`src/rtl/core_pkg.sv`:
```
// core_pkg: opcodes, FSM states and instruction
// field positions shared by multicycle_core and core_alu.
package core_pkg;

  typedef enum logic [2:0] {
    OP_XOR  = 3'd0,
    OP_BEQ  = 3'd1,
    OP_ADDI = 3'd2,
    OP_ANDI = 3'd3,
    OP_LS   = 3'd4,
    OP_LD   = 3'd5,
    OP_ST   = 3'd6,
    OP_J    = 3'd7
  } opcode_e;

  typedef enum logic [2:0] {
    S_IDLE,
    S_FETCH,
    S_EXEC,
    S_MEM,
    S_HALT
  } state_e;

  localparam int OP_MSB  = 8;
  localparam int OP_LSB  = 6;
  localparam int RD_MSB  = 5;
  localparam int RD_LSB  = 3;
  localparam int RS_MSB  = 2;
  localparam int RS_LSB  = 0;
  localparam int BEQ_SEL = 5;
  localparam int BEQ_VAL = 4;
  localparam int OFF_MSB = 3;

endpackage

```
`src/rtl/core_alu.sv`:
```
// core_alu: combinational ALU for the 9-bit ISA.
// Ports: op (opcode), a, b, imm -> result, eq (a == b).
module core_alu
  import core_pkg::*;
#(
  parameter int DW = 8
) (
  input  logic [2:0]    op,
  input  logic [DW-1:0] a,
  input  logic [DW-1:0] b,
  input  logic [2:0]    imm,
  output logic [DW-1:0] result,
  output logic          eq
);

  always_comb begin
    result = a;
    unique case (opcode_e'(op))
      OP_XOR:  result = a ^ b;
      OP_ADDI: result = a + DW'($signed(imm));
      OP_ANDI: result = a & DW'(imm);
      OP_LS:   result = a << imm;
      default: result = a;
    endcase
  end

  assign eq = (a == b);

endmodule

```
`src/rtl/multicycle_core.sv`:
```
// multicycle_core: multi-cycle 9-bit-ISA CPU with sync imem,
// req/ready dmem, halt on jump-to-self, retired counter.
// Ports: clk, reset (async low), start; imem_addr/rdata;
// dmem_req/we/addr/wdata/rdata/ready; dbg_raddr/rdata;
// busy, done, retired.
module multicycle_core
  import core_pkg::*;
#(
  parameter int DW       = 8,
  parameter int PCW      = 10,
  parameter int CW       = 16,
  parameter int RESET_PC = 0
) (
  input  logic           clk,
  input  logic           reset,
  input  logic           start,
  output logic [PCW-1:0] imem_addr,
  input  logic [8:0]     imem_rdata,
  output logic           dmem_req,
  output logic           dmem_we,
  output logic [DW-1:0]  dmem_addr,
  output logic [DW-1:0]  dmem_wdata,
  input  logic [DW-1:0]  dmem_rdata,
  input  logic           dmem_ready,
  input  logic [2:0]     dbg_raddr,
  output logic [DW-1:0]  dbg_rdata,
  output logic           busy,
  output logic           done,
  output logic [CW-1:0]  retired
);

  localparam logic [PCW-1:0] PC0 = PCW'(RESET_PC);

  state_e         state;
  state_e         state_n;
  logic [PCW-1:0] pc;
  logic [PCW-1:0] pc_n;
  logic [DW-1:0]  rf [8];
  logic [2:0]     mem_rd;

  logic [2:0]     op;
  logic [2:0]     rd;
  logic [2:0]     rs;
  logic [PCW-1:0] pc_inc;
  logic [PCW-1:0] br_tgt;
  logic [PCW-1:0] j_tgt;
  logic [DW-1:0]  alu_a;
  logic [DW-1:0]  alu_b;
  logic [DW-1:0]  alu_y;
  logic           alu_eq;

  logic           rf_we;
  logic [2:0]     rf_wa;
  logic [DW-1:0]  rf_wd;
  logic           retire;
  logic           restart;
  logic           mem_latch;

  assign op = imem_rdata[OP_MSB:OP_LSB];
  assign rd = imem_rdata[RD_MSB:RD_LSB];
  assign rs = imem_rdata[RS_MSB:RS_LSB];

  assign pc_inc = pc + PCW'(1);
  assign br_tgt = pc
    + PCW'($signed(imem_rdata[OFF_MSB:0]));
  assign j_tgt  = PCW'(imem_rdata[RD_MSB:0]);

  // BEQ tests R0/R1 against a 1-bit constant
  assign alu_a = (op == OP_BEQ)
    ? rf[{2'b00, imem_rdata[BEQ_SEL]}]
    : rf[rd];
  assign alu_b = (op == OP_BEQ)
    ? DW'(imem_rdata[BEQ_VAL])
    : rf[rs];

  core_alu #(
    .DW(DW)
  ) u_alu (
    .op    (op),
    .a     (alu_a),
    .b     (alu_b),
    .imm   (rs),
    .result(alu_y),
    .eq    (alu_eq)
  );

  always_ff @(posedge clk or negedge reset) begin
    if (!reset) state <= S_IDLE;
    else        state <= state_n;
  end

  always_comb begin
    state_n   = state;
    pc_n      = pc;
    rf_we     = 1'b0;
    rf_wa     = rd;
    rf_wd     = alu_y;
    retire    = 1'b0;
    restart   = 1'b0;
    mem_latch = 1'b0;
    unique case (state)
      S_IDLE, S_HALT: begin
        if (start) begin
          state_n = S_FETCH;
          pc_n    = PC0;
          restart = 1'b1;
        end
      end
      S_FETCH: state_n = S_EXEC;
      S_EXEC: begin
        unique case (opcode_e'(op))
          OP_XOR, OP_ADDI, OP_ANDI, OP_LS: begin
            rf_we   = 1'b1;
            pc_n    = pc_inc;
            retire  = 1'b1;
            state_n = S_FETCH;
          end
          OP_BEQ: begin
            pc_n    = alu_eq ? br_tgt : pc_inc;
            retire  = 1'b1;
            state_n = S_FETCH;
          end
          OP_J: begin
            pc_n    = j_tgt;
            retire  = 1'b1;
            state_n = (j_tgt == pc)
              ? S_HALT : S_FETCH;
          end
          OP_LD, OP_ST: begin
            mem_latch = 1'b1;
            state_n   = S_MEM;
          end
          default: ;
        endcase
      end
      S_MEM: begin
        if (dmem_ready) begin
          rf_we   = !dmem_we;
          rf_wa   = mem_rd;
          rf_wd   = dmem_rdata;
          pc_n    = pc_inc;
          retire  = 1'b1;
          state_n = S_FETCH;
        end
      end
      default: state_n = S_IDLE;
    endcase
  end

  always_ff @(posedge clk or negedge reset) begin
    if (!reset) begin
      pc         <= PC0;
      retired    <= '0;
      mem_rd     <= '0;
      dmem_we    <= 1'b0;
      dmem_addr  <= '0;
      dmem_wdata <= '0;
      for (int i = 0; i < 8; i++) rf[i] <= '0;
    end else begin
      pc <= pc_n;
      if (rf_we) rf[rf_wa] <= rf_wd;
      if (restart)
        retired <= '0;
      else if (retire && retired != '1)
        retired <= retired + CW'(1);
      // memory operands frozen for the whole MEM wait
      if (mem_latch) begin
        mem_rd     <= rd;
        dmem_we    <= (op == OP_ST);
        dmem_addr  <= rf[rs];
        dmem_wdata <= rf[rd];
      end
    end
  end

  assign imem_addr = pc;
  assign dmem_req  = (state == S_MEM);
  assign busy      = (state == S_FETCH)
                  || (state == S_EXEC)
                  || (state == S_MEM);
  assign done      = (state == S_HALT);
  assign dbg_rdata = rf[dbg_raddr];

endmodule

```
`config.mk`:
```
export PLATFORM = sky130hd
export DESIGN_NAME = multicycle_core
export DESIGN_NICKNAME = d
export VERILOG_FILES = /design/src/rtl/core_pkg.sv /design/src/rtl/core_alu.sv /design/src/rtl/multicycle_core.sv
export SDC_FILE = /design/constraint.sdc
export NUM_CORES = 1
export LEC_CHECK = 0
export ABC_AREA = 1
export CAP_MARGIN = 40
export CORE_MARGIN = 2
export CORE_UTILIZATION = 60
export CTS_BUF_LIST = sky130_fd_sc_hd__clkbuf_4
export DETAILED_ROUTE_END_ITERATION = 6
export GPL_ROUTABILITY_DRIVEN = 0
export PLACE_DENSITY = 0.82
export SLEW_MARGIN = 10
export SYNTH_ARGS = -nofsm -noshare
export SYNTH_HDL_FRONTEND = slang
export SYNTH_HIERARCHICAL = 1
export SYNTH_SLANG_ARGS = --single-unit
```
`constraint.sdc`:
```
create_clock -name clk -period 3.9 [get_ports clk]
set_input_delay 0.39 -clock clk [delete_from_list [all_inputs] [get_ports clk]]
set_output_delay 0.39 -clock clk [all_outputs]
set_load 0.02 [all_outputs]
```
==> results of run 1 <==
==> layout by cell type (no fill, tap or decap), types with 18 or more instances in the layout <==
cell and count:
nand2_1 281, o21ai_0 208, dfrtp_1 113, inv_1 101, nor2_1 97, a21oi_1 85, nand3_1 85, clkdlybuf4s50_1 74
buf_4 46, o21ai_1 28, ha_1 19, clkbuf_4 18
==> what timing repair did <==
action                                  in CTS  in global routing
endpoints found under the setup margin       0                  0
hold buffers                                 1                  0
endpoints found under the hold margin       59                  0
==> metrics by stage <==
stage	area (sq um)	cells	util	power [uW]
global route	9940	1523	0.719	6940
floorplan	8470	1241	-	4140
finish	9940	1523	0.719	6470
detailed placement	9580	1489	0.693	5320
CTS	9940	1522	0.719	6400
global placement	9580	1489	0.693	5230
==> state kept, by name, indices dropped and copies added, names as in the netlist <==
name,flops
dmem_addr,8
retired,16
rf,64
dmem_we,1
mem_rd,3
imem_addr,10
state,3
dmem_wdata,8
==> final timing paths <==
kind | startpoint | slack (ns) | end | cells past startpoint
max | imem_rdata[4] | 0.56 | rf[46] | 21
min reg2reg | dmem_wdata[3] | 0.49 | dmem_wdata[3] | 2
max in group asynchronous | reset | 2.56 | rf[6] | 3
max reg2reg | rf[48] | 0.63 | rf[46] | 20
min in group clk | imem_rdata[8] | 0.49 | dmem_we | 3
min | reset | 0.45 | retired[1] | 2
==> cell families (layout without fill, tap and decap cells) <==
| group | count (synthesis) | in the layout |
|---|---|---|
| AOI/OAI and AO/OA | 384 | 384 |
| xor gates and xnor gates | 22 | 22 |
| adders and majority gates | 21 | 21 |
| buffers and inverters | 166 | 267 |
| DFF | 113 | 113 |
| muxes | 8 | 8 |
| other | 0 | 1 |
| and+or+nand+nor | 527 | 527 |
==> per-layer routing <==
layer / vias up / share of wire
met3: 77 / 0.12
met4: 0 / 0.038
li1: 4377 / -
met2: 585 / 0.43
met1: 4263 / 0.41
met5: - / 0
==> power breakdown <==
group	total (uW)	switching [uW]	internal, uW
clock network	1060	485	580
registers	2200	545	1660
logic	3210	1970	1240
total	6470	3000	3470
==> Yosys cell counts, types with 9 or more instances <==
master,count,share of area
o211ai_1,17,0.015
dfrtp_1,113,0.33
clkbuf_1,40,0.018
nand3_1,85,0.050
nand4_1,17,0.013
o21a_1,9,0.0080
o21ai_2,10,0.010
ha_1,19,0.028
nor3_1,14,0.0083
o21ai_1,28,0.017
a21oi_1,85,0.050
nor2_1,97,0.043
xor2_1,15,0.016
o21ai_0,208,0.12
nand2_1,281,0.12
inv_1,101,0.045
==> area by class of cell <==
class                      count  area, sq um
tap                          180          225
inverter                     109          409
fill                        1199         3890
clock inverter                14          213
timing repair buffer         126         1170
antenna                        1         2.50
clock buffer                  18          135
multi-input combinational    962         4960
sequential                   113         2830
==> worst reg2reg max path: stages (launching register included) <==
cell and delay (ns):
dfrtp_1 0.39, inv_1 0.15, a21oi_1 0.08, o21ai_0 0.07, o21ai_0 0.11, o21ai_0 0.50
o21ai_0 0.15, buf_4 0.18, ha_1 0.23, inv_1 0.07, fa_1 0.15, inv_1 0.05
nand2_1 0.07, nand2_1 0.09, nand3b_1 0.11, nand3_1 0.08, nand3_1 0.10, nand4_1 0.10
mux2i_1 0.16, buf_4 0.19, o21ai_0 0.09
==> flow_summary_export.csv, run 1 <==
group,metric,value,unit
critical_path,critPathTopFamily,"buffers and inverters",
cts,clockRootBuffer,"clkbuf_4",
cts,cts.repair.resized,0,
pwr,power_density,651,mW/mm^2
cells_and_area,drive_above_1_share,0.0931,
sta,setup_violations,0,
die,chipWidth,123,um
sta,fin_hold_ws,0.446,ns
synth,avgSynthCellArea,6.82,sq um
cts,cts.path.max_buffers,2,
sta,max_freq,0.299,GHz
synth,ys_seq_area_frac,0.334,
synth,synth-async-reset-ratio,1.00,
die,start_util,0.612,
grt,gr-total-overflow,0,
grt,grt_use_met3,0.0888,
grt,grt_pass1_vias,8332,
drt,antenna_left,0,
sta,fin_ws,0.559,ns
drt,drtIter0Drc,1290,
sta,hold_viol,0,
cells_and_area,syn2layout_area_growth,17.4,%
drt,routed_wl,26500,um
synth,syn_area,0.00847,sq mm
synth,synth_compound_area_frac,0.248,
critical_path,path_buf_inv,6,
drt,vias,9302,
synth,synth_nets,1286,
drt,avgRoutedWirePerCell,17.4,um
sta,post-route-period-util,0.857,
critical_path,path_cells,"clkdlybuf4s50_1, buf_12, o21ai_0, o21ai_0, o21ai_0, o21ai_0, buf_4, ha_1, inv_1, fa_1, inv_1, nand2_1, nand2_1, nand3b_1, nand2_1, nand2_1, nand3_1, nand4_1, mux2i_1, buf_4, o21ai_0",
synth,synth_top_family_by_area,"simple AND/OR/NAND/NOR gates",
sta,setup_tns,0,ns
drt,firstDrtPassIters,6,
grt,antenna_found_initial,1,
placed_design,dp_hpwl,18900,um
critical_path,crit_path_frequent_cell,"o21ai_0",
die,pin_count,78,
critical_path,worstPathArrival,3.77,ns
sta,tightest_slew,0.834,ns
grt,gr-usage-met2,0.517,
grt,grt_max_degree,62,
cts,clock_latency,0.57,ns
pwr,ir_drop,0.332,mV
cells_and_area,nets,1374,
critical_path,required,4.33,ns
sta,final-max-slew-violation-count,0,
die,fp.coreArea,0.0138,sq mm
sta,rsz0062_at_grt,"false",
critical_path,max_stage_delay,0.50,ns
grt,grt_pass1_wl,42100,um
cts,cts_tree,"built",
synth,synth_xor_area_frac,0.0228,
synth,yosys.area_share.simple,0.272,
grt,gr-usage-met1,0.511,
synth,synth-adder-area-share,0.0328,
die,num_rows,43,
flow_run,maxCapViolCount,0,
min_path,hold_class,"in -> async",
grt,grt_busiest_layer,"met2",
cts,cts_sinks,113,
sta,period_needed,3.34,ns
synth,ys_ff_latch,113,
cts,path_clk_slew,0.10,ns
cts,cts_buffers,17,
synth,synthCells,1241,
synth,ys.flop_type,"dfrtp_1",
critical_path,crit_slowest_cell,"clkdlybuf4s50_1",
status,outcome,"finished clean",
grt,track_usage,0.363,
critical_path,cp_max_fo,36,
cts,htree_levels,4,
drt,drc,0,
synth,yosysWarnings,6,
sta,finClkSkew,0.0180,ns
sta,relSlewSlack,0.442,
synth,synthMuxAreaShare,0.00946,
pwr,leakage,0.00447,uW
synth,synth-edff-count,0,
critical_path,cp-start-kind,"input port",
die,die_h,123,um
placed_design,dp_slack,0.0953,ns
die,die-area,0.0151,sq mm
drt,viasPerCell,6.11,
placed_design,port_buffers,77,
critical_path,critical_path_class,"in -> reg",
critical_path,end_kind,"flip-flop",
synth,synth_cell_type_count,49,
cts,cts_setup_buffers,0,
Power figures use the tool's default switching activity.
==> inputs of run 2 (changes only) <==
Settings changed: PLACE_DENSITY 0.82 to 0.83.
==> flow_summary_export.csv, run 2 (synthesized netlist as in run 1, its figures left out) <==
group,metric,value,unit
status,outcome,"finished, violations left",
status,failed_checks,"design-rule violations",
cts,cts_buffers,17,
sta,fin_ws,0.441,ns
drt,firstDrtPassIters,7,
die,chipWidth,123,um
cts,cts_tree,"built",
pwr,ir_drop,0.428,mV
pwr,comb_power_share,0.506,
critical_path,critical_path_class,"in -> out",
critical_path,cp-start-kind,"input port",
drt,vias,9269,
cts,cts_sinks,113,
sta,period_needed,3.46,ns
placed_design,port_buffers,77,
sta,tightest_slew,0.820,ns
drt,viasPerCell,6.12,
die,die_h,123,um
drt,antenna_left,0,
placed_design,dp.cells,1481,
cells_and_area,drive_above_1_share,0.0877,
placed_design,dp_slack,0.214,ns
grt,antenna_found_initial,0,
cts,clock_latency,0.56,ns
pwr,sequentialPowerShare,0.349,
cells_and_area,final_core_util,0.709,
drt,avgRoutedWirePerCell,17.2,um
cts,clockRootBuffer,"clkbuf_4",
critical_path,crit_slowest_cell,"clkdlybuf4s50_1",
pwr,switchingPower,3000,uW
critical_path,path_cells,"clkdlybuf4s50_1, buf_4, inv_1, nor2_1, o21ai_0, nor2_1, a31oi_1, clkdlybuf4s50_1",
drt,routed_wl,26000,um
critical_path,end_kind,"primary output",
critical_path,cp_max_fo,25,
die,start_util,0.612,
critical_path,max_stage_delay,0.67,ns
die,fp.coreArea,0.0138,sq mm
pwr,internal_power,3270,uW
cells_and_area,instances_no_fill,1514,
critical_path,required,3.51,ns
die,die-area,0.0151,sq mm
sta,fin_hold_ws,0.421,ns
critical_path,path_buf_inv,4,
sta,max_freq,0.289,GHz
drt,drc,1,
cells_and_area,syn2layout_area_growth,15.8,%
sta,setup_violations,0,
critical_path,worstPathArrival,3.07,ns
critical_path,critPathTopFamily,"buffers and inverters",
pwr,power_density,639,mW/mm^2
cells_and_area,largest_register_ffs,64,
cells_and_area,final_common_cell,"nand2_1",
sta,finClkSkew,0.0159,ns
drt,drtIter0Drc,1425,
cts,cts.path.max_buffers,2,
cts,htree_levels,4,
grt,grt_max_degree,55,
cells_and_area,antenna_cells,0,
pwr,switching_share,0.479,
pwr,leakage,0.00438,uW
grt,track_usage,0.356,
sta,setup_tns,0,ns
grt,grt_pass1_wl,41600,um
grt,gr-total-overflow,0,
sta,post-route-period-util,0.887,
die,pin_count,78,
cells_and_area,top_register,"rf",
sta,final-max-slew-violation-count,0,
die,num_rows,43,
flow_run,maxCapViolCount,0,
sta,hold_viol,0,
sta,relSlewSlack,0.451,
grt,grt_pass1_vias,8255,
pwr,clkPwrFrac,0.146,
cts,path_clk_slew,0.12,ns
cells_and_area,most-common-layout-cells,"nand2_1, o21ai_0, dfrtp_1",
min_path,hold_class,"in -> async",
sta,rsz0062_at_grt,"false",
cells_and_area,nets,1366,
placed_design,dp_hpwl,18300,um
## run 2: metal layers
layer | wire length, um | GRT usage
met3 | 3030 | 0.100
met4 | 550 | 0.114
met5 | 0 | 0
met2 | 11400 | 0.532
met1 | 11000 | 0.499
## run 2: worst paths after layout
| path | cells after the start | end | slack [ns] | start |
|---|---|---|---|---|
| setup / recovery | 8 | dbg_rdata[6] | 0.44 | dbg_raddr[0] |
| hold / removal | 2 | retired[0] | 0.42 | reset |
| setup reg to reg | 18 | rf[63] | 0.77 | rf[53] |
| hold reg to reg | 2 | dmem_addr[1] | 0.49 | dmem_addr[1] |
| max in group asynchronous | 3 | rf[3] | 2.52 | reset |
| min in group clk | 3 | dmem_we | 0.49 | imem_rdata[8] |
## run 2: repair_timing
item                                   4_1_cts  5_1_grt
resized for setup                            0        0
hold buffers                                 1        0
endpoints found under the hold margin       52        0
setup buffers                                0        0
## run 2: worst register-to-register path: stages, from the launching register on
cell	delay [ns]
dfrtp_1	0.41
inv_1	0.14
a21oi_1	0.08
o21ai_0	0.07
o21ai_0	0.09
o21ai_0	0.47
o21ai_0	0.15
buf_4	0.19
ha_1	0.36
nand2_1	0.12
inv_1	0.04
a21oi_1	0.17
nand2_1	0.07
nand2_1	0.06
nand3_1	0.07
a21oi_1	0.13
mux2i_1	0.08
buf_4	0.17
o21ai_0	0.15
## run 2: layout make-up
cell class              instances  area [sq um]
well taps                     180           225
flip-flops and latches        113          2830
clock buffers                  17           128
multi-input cells             962          4960
inverters                     109           409
fillers                      1177          4020
repair buffers                118          1090
clock inverters                15           163
## run 2: power groups by stage
stage          sequential, uW  combinational, uW  clock (uW)
5_1_grt                  2240               3530         969
4_1_cts                  2160               3130         914
3_5_place_dp             2180               3100           0
3_3_place_gp             2160               3040           0
6_report                 2190               3170         912
2_1_floorplan            2220               1920           0
## run 2: stage by stage
step	cell area [sq um]	power (uW)
floorplan	8470	4140
global placement	9510	5200
detailed placement	9510	5280
CTS	9810	6200
global route	9810	6730
finish	9810	6270
==> inputs of run 3 (changes only) <==
Settings changed: CORE_UTILIZATION 60 to 61, PLACE_DENSITY 0.83 to 0.84, SYNTH_HIERARCHICAL 1 to unset.
==> flow_summary_export.csv, run 3 <==
group,metric,value,unit
critical_path,crit_path_frequent_cell,"nand2_1",
cells_and_area,final_common_cell,"nand2_1",
critical_path,r2r-end,"rf[6]",
cts,cts_setup_buffers,0,
die,die-area,0.0157,sq mm
critical_path,reg2regPathDepth,21,
critical_path,timing.rr.start,"rf[56]",
die,fp.coreArea,0.0144,sq mm
synth,ys_ff_latch,113,
synth,synth-edff-count,0,
grt,grt_pass1_vias,9300,
cells_and_area,fillers,1290,
cts,cts.path.max_buffers,2,
flow_run,maxCapViolCount,0,
synth,ys_seq_area_frac,0.316,
synth,netlist_top_cells_count,"nand2_1, nand3_1, inv_1",
placed_design,port_buffers,77,
cells_and_area,fin_area,0.0101,sq mm
placed_design,dp_hpwl,20800,um
sta,post-route-period-util,0.880,
critical_path,startpoint,"rf[56]",
pwr,leakage,0.00491,uW
critical_path,cp-start-kind,"flip-flop",
cells_and_area,drive_above_1_share,0.0836,
synth,post-synth-top-count-cell,"nand2_1",
min_path,hold_class,"in -> reg",
drt,avgRoutedWirePerCell,17.2,um
sta,rsz0062_at_grt,"false",
critical_path,crit_slowest_cell,"dfrtp_1",
cts,htree_levels,4,
synth,synth_nets,1422,
cells_and_area,syn2layout_area_growth,13.0,%
synth,synth_top_area_cell,"dfrtp_1",
sta,period_needed,3.43,ns
grt,track_usage,0.364,
critical_path,path_cells,"inv_1, nand2_1, nand3_1, nand3_1, nand3_1, nand2_1, ha_1, fa_1, nand2_1, nand2_1, a21oi_1, nor2_1, o21ai_0, nand2_1, or2_2, nand3_1, o31ai_1, a21oi_1, nand3_2, nand3_1, nand2_1",
synth,synth.top_cell.area_share,0.316,
status,failed_checks,"design-rule violations",
sta,setup_violations,0,
grt,grt_pass1_wl,46000,um
synth,synth_cell_type_count,52,
cts,cts_sinks,113,
cells_and_area,largest_register_ffs,64,
sta,relSlewSlack,0.514,
drt,firstDrtPassIters,7,
grt,gr-total-overflow,0,
synth,synthCells,1377,
critical_path,worstPathArrival,3.88,ns
placed_design,place_area,0.00979,sq mm
synth,synth-async-reset-ratio,1.00,
sta,fin_hold_ws,0.339,ns
drt,antenna_left,0,
status,outcome,"finished, violations left",
critical_path,crit_path_end,"rf[6]",
cts,cts_tree,"built",
cts,clock_latency,0.56,ns
synth,ys.flop_type,"dfrtp_1",
cells_and_area,final_core_util,0.702,
die,chipWidth,125,um
cells_and_area,nets,1480,
critical_path,max_stage_delay,0.44,ns
cells_and_area,top_register,"rf",
drt,drc,13,
die,pin_count,78,
sta,finClkSkew,0.0203,ns
cells_and_area,most-common-layout-cells,"nand2_1, nand3_1, inv_1",
sta,max_freq,0.291,GHz
pwr,power_density,652,mW/mm^2
grt,grt_max_degree,50,
die,start_util,0.621,
drt,viasPerCell,6.04,
sta,setup_tns,0,ns
critical_path,critical_path_class,"reg -> reg",
synth,avgSynthCellArea,6.51,sq um
cts,path_clk_slew,0.09,ns
cts,cts_buffers,17,
sta,tightest_slew,0.728,ns
synth,yosys-top-cells-area,"dfrtp_1, nand2_1, nand3_1",
critical_path,end_kind,"flip-flop",
sta,final-max-slew-violation-count,0,
die,die_h,125,um
drt,drtIter0Drc,1229,
die,num_rows,44,
sta,hold_viol,0,
drt,vias,9867,
synth,yosysWarnings,0,
critical_path,cp_max_fo,8,
synth,syn_area,0.00896,sq mm
grt,antenna_found_initial,1,
critical_path,r2r_slack,0.47,ns
pwr,power,6610,uW
critical_path,required,4.35,ns
drt,routed_wl,28000,um
cts,clockRootBuffer,"clkbuf_4",
pwr,ir_drop,0.530,mV
run 3: layer usage:
metal  vias to the layer above  global-route usage  share of wire
li1                       4641                   -              -
met1                      4466               0.466           0.39
met2                       632               0.572           0.46
met3                       128              0.0822          0.099
met4                         0               0.202          0.050
met5                         -                   0              0
run 3: where the power goes:
part | internal (uW) | switching (uW)
clock | 522 | 468
sequential | 1660 | 401
combinational | 1250 | 2310
total | 3430 | 3170
run 3: kinds of logic after synthesis:
kind of cell,share of synthesized area
DFF,0.316
and+or+nand+nor,0.372
buffers and inverters,0.113
adders and majority gates,0.0310
AOI/OAI and AO/OA,0.151
xor gates and xnor gates,0.0166
muxes,0.00112
run 3: worst min-delay path by stage:
stage / start / end / slack, ns / cells past startpoint
2_1_floorplan: reset / dmem_addr[0] / 0.09 / 0
3_3_place_gp: reset / rf[13] / 0.44 / 1
3_5_place_dp: reset / rf[13] / 0.44 / 1
4_1_cts: imem_rdata[3] / mem_rd[0] / 0.31 / 3
5_1_grt: imem_rdata[3] / mem_rd[0] / 0.36 / 3
6_report: imem_rdata[3] / mem_rd[0] / 0.34 / 3
run 3: layout make-up:
class | count | area (sq um) | area share
diodes | 1 | 2.50 | 0.000247
clock buffers | 20 | 150 | 0.0148
clock inverters | 12 | 165 | 0.0163
inverters | 165 | 622 | 0.0614
multi-input cells | 1031 | 5130 | 0.506
flip-flops and latches | 113 | 2830 | 0.279
well taps | 184 | 230 | 0.0227
repair buffers | 107 | 1000 | 0.0991
run 3: critical path: cells and delay by family (launching register included):
kind / cells / cell delay [ns]
adders and majority gates: 2 / 0.65
and+or+nand+nor: 14 / 1.53
AOI/OAI and AO/OA: 4 / 0.56
buffers and inverters: 1 / 0.15
DFF: 1 / 0.44
run 3: through the flow:
stage	cells	setup slack (ns)
after floorplan	1377	0.776
after global placement	1599	0.0258
after detailed placement	1599	-0.124
after CTS	1632	0.393
after global routing	1633	0.117
final	1633	0.467
run 3: timing repair:
item / CTS / global route
resized for setup: 0 / 1
setup endpoints to repair: 0 / 4
hold buffers: 1 / 0
hold endpoints to repair: 47 / 0
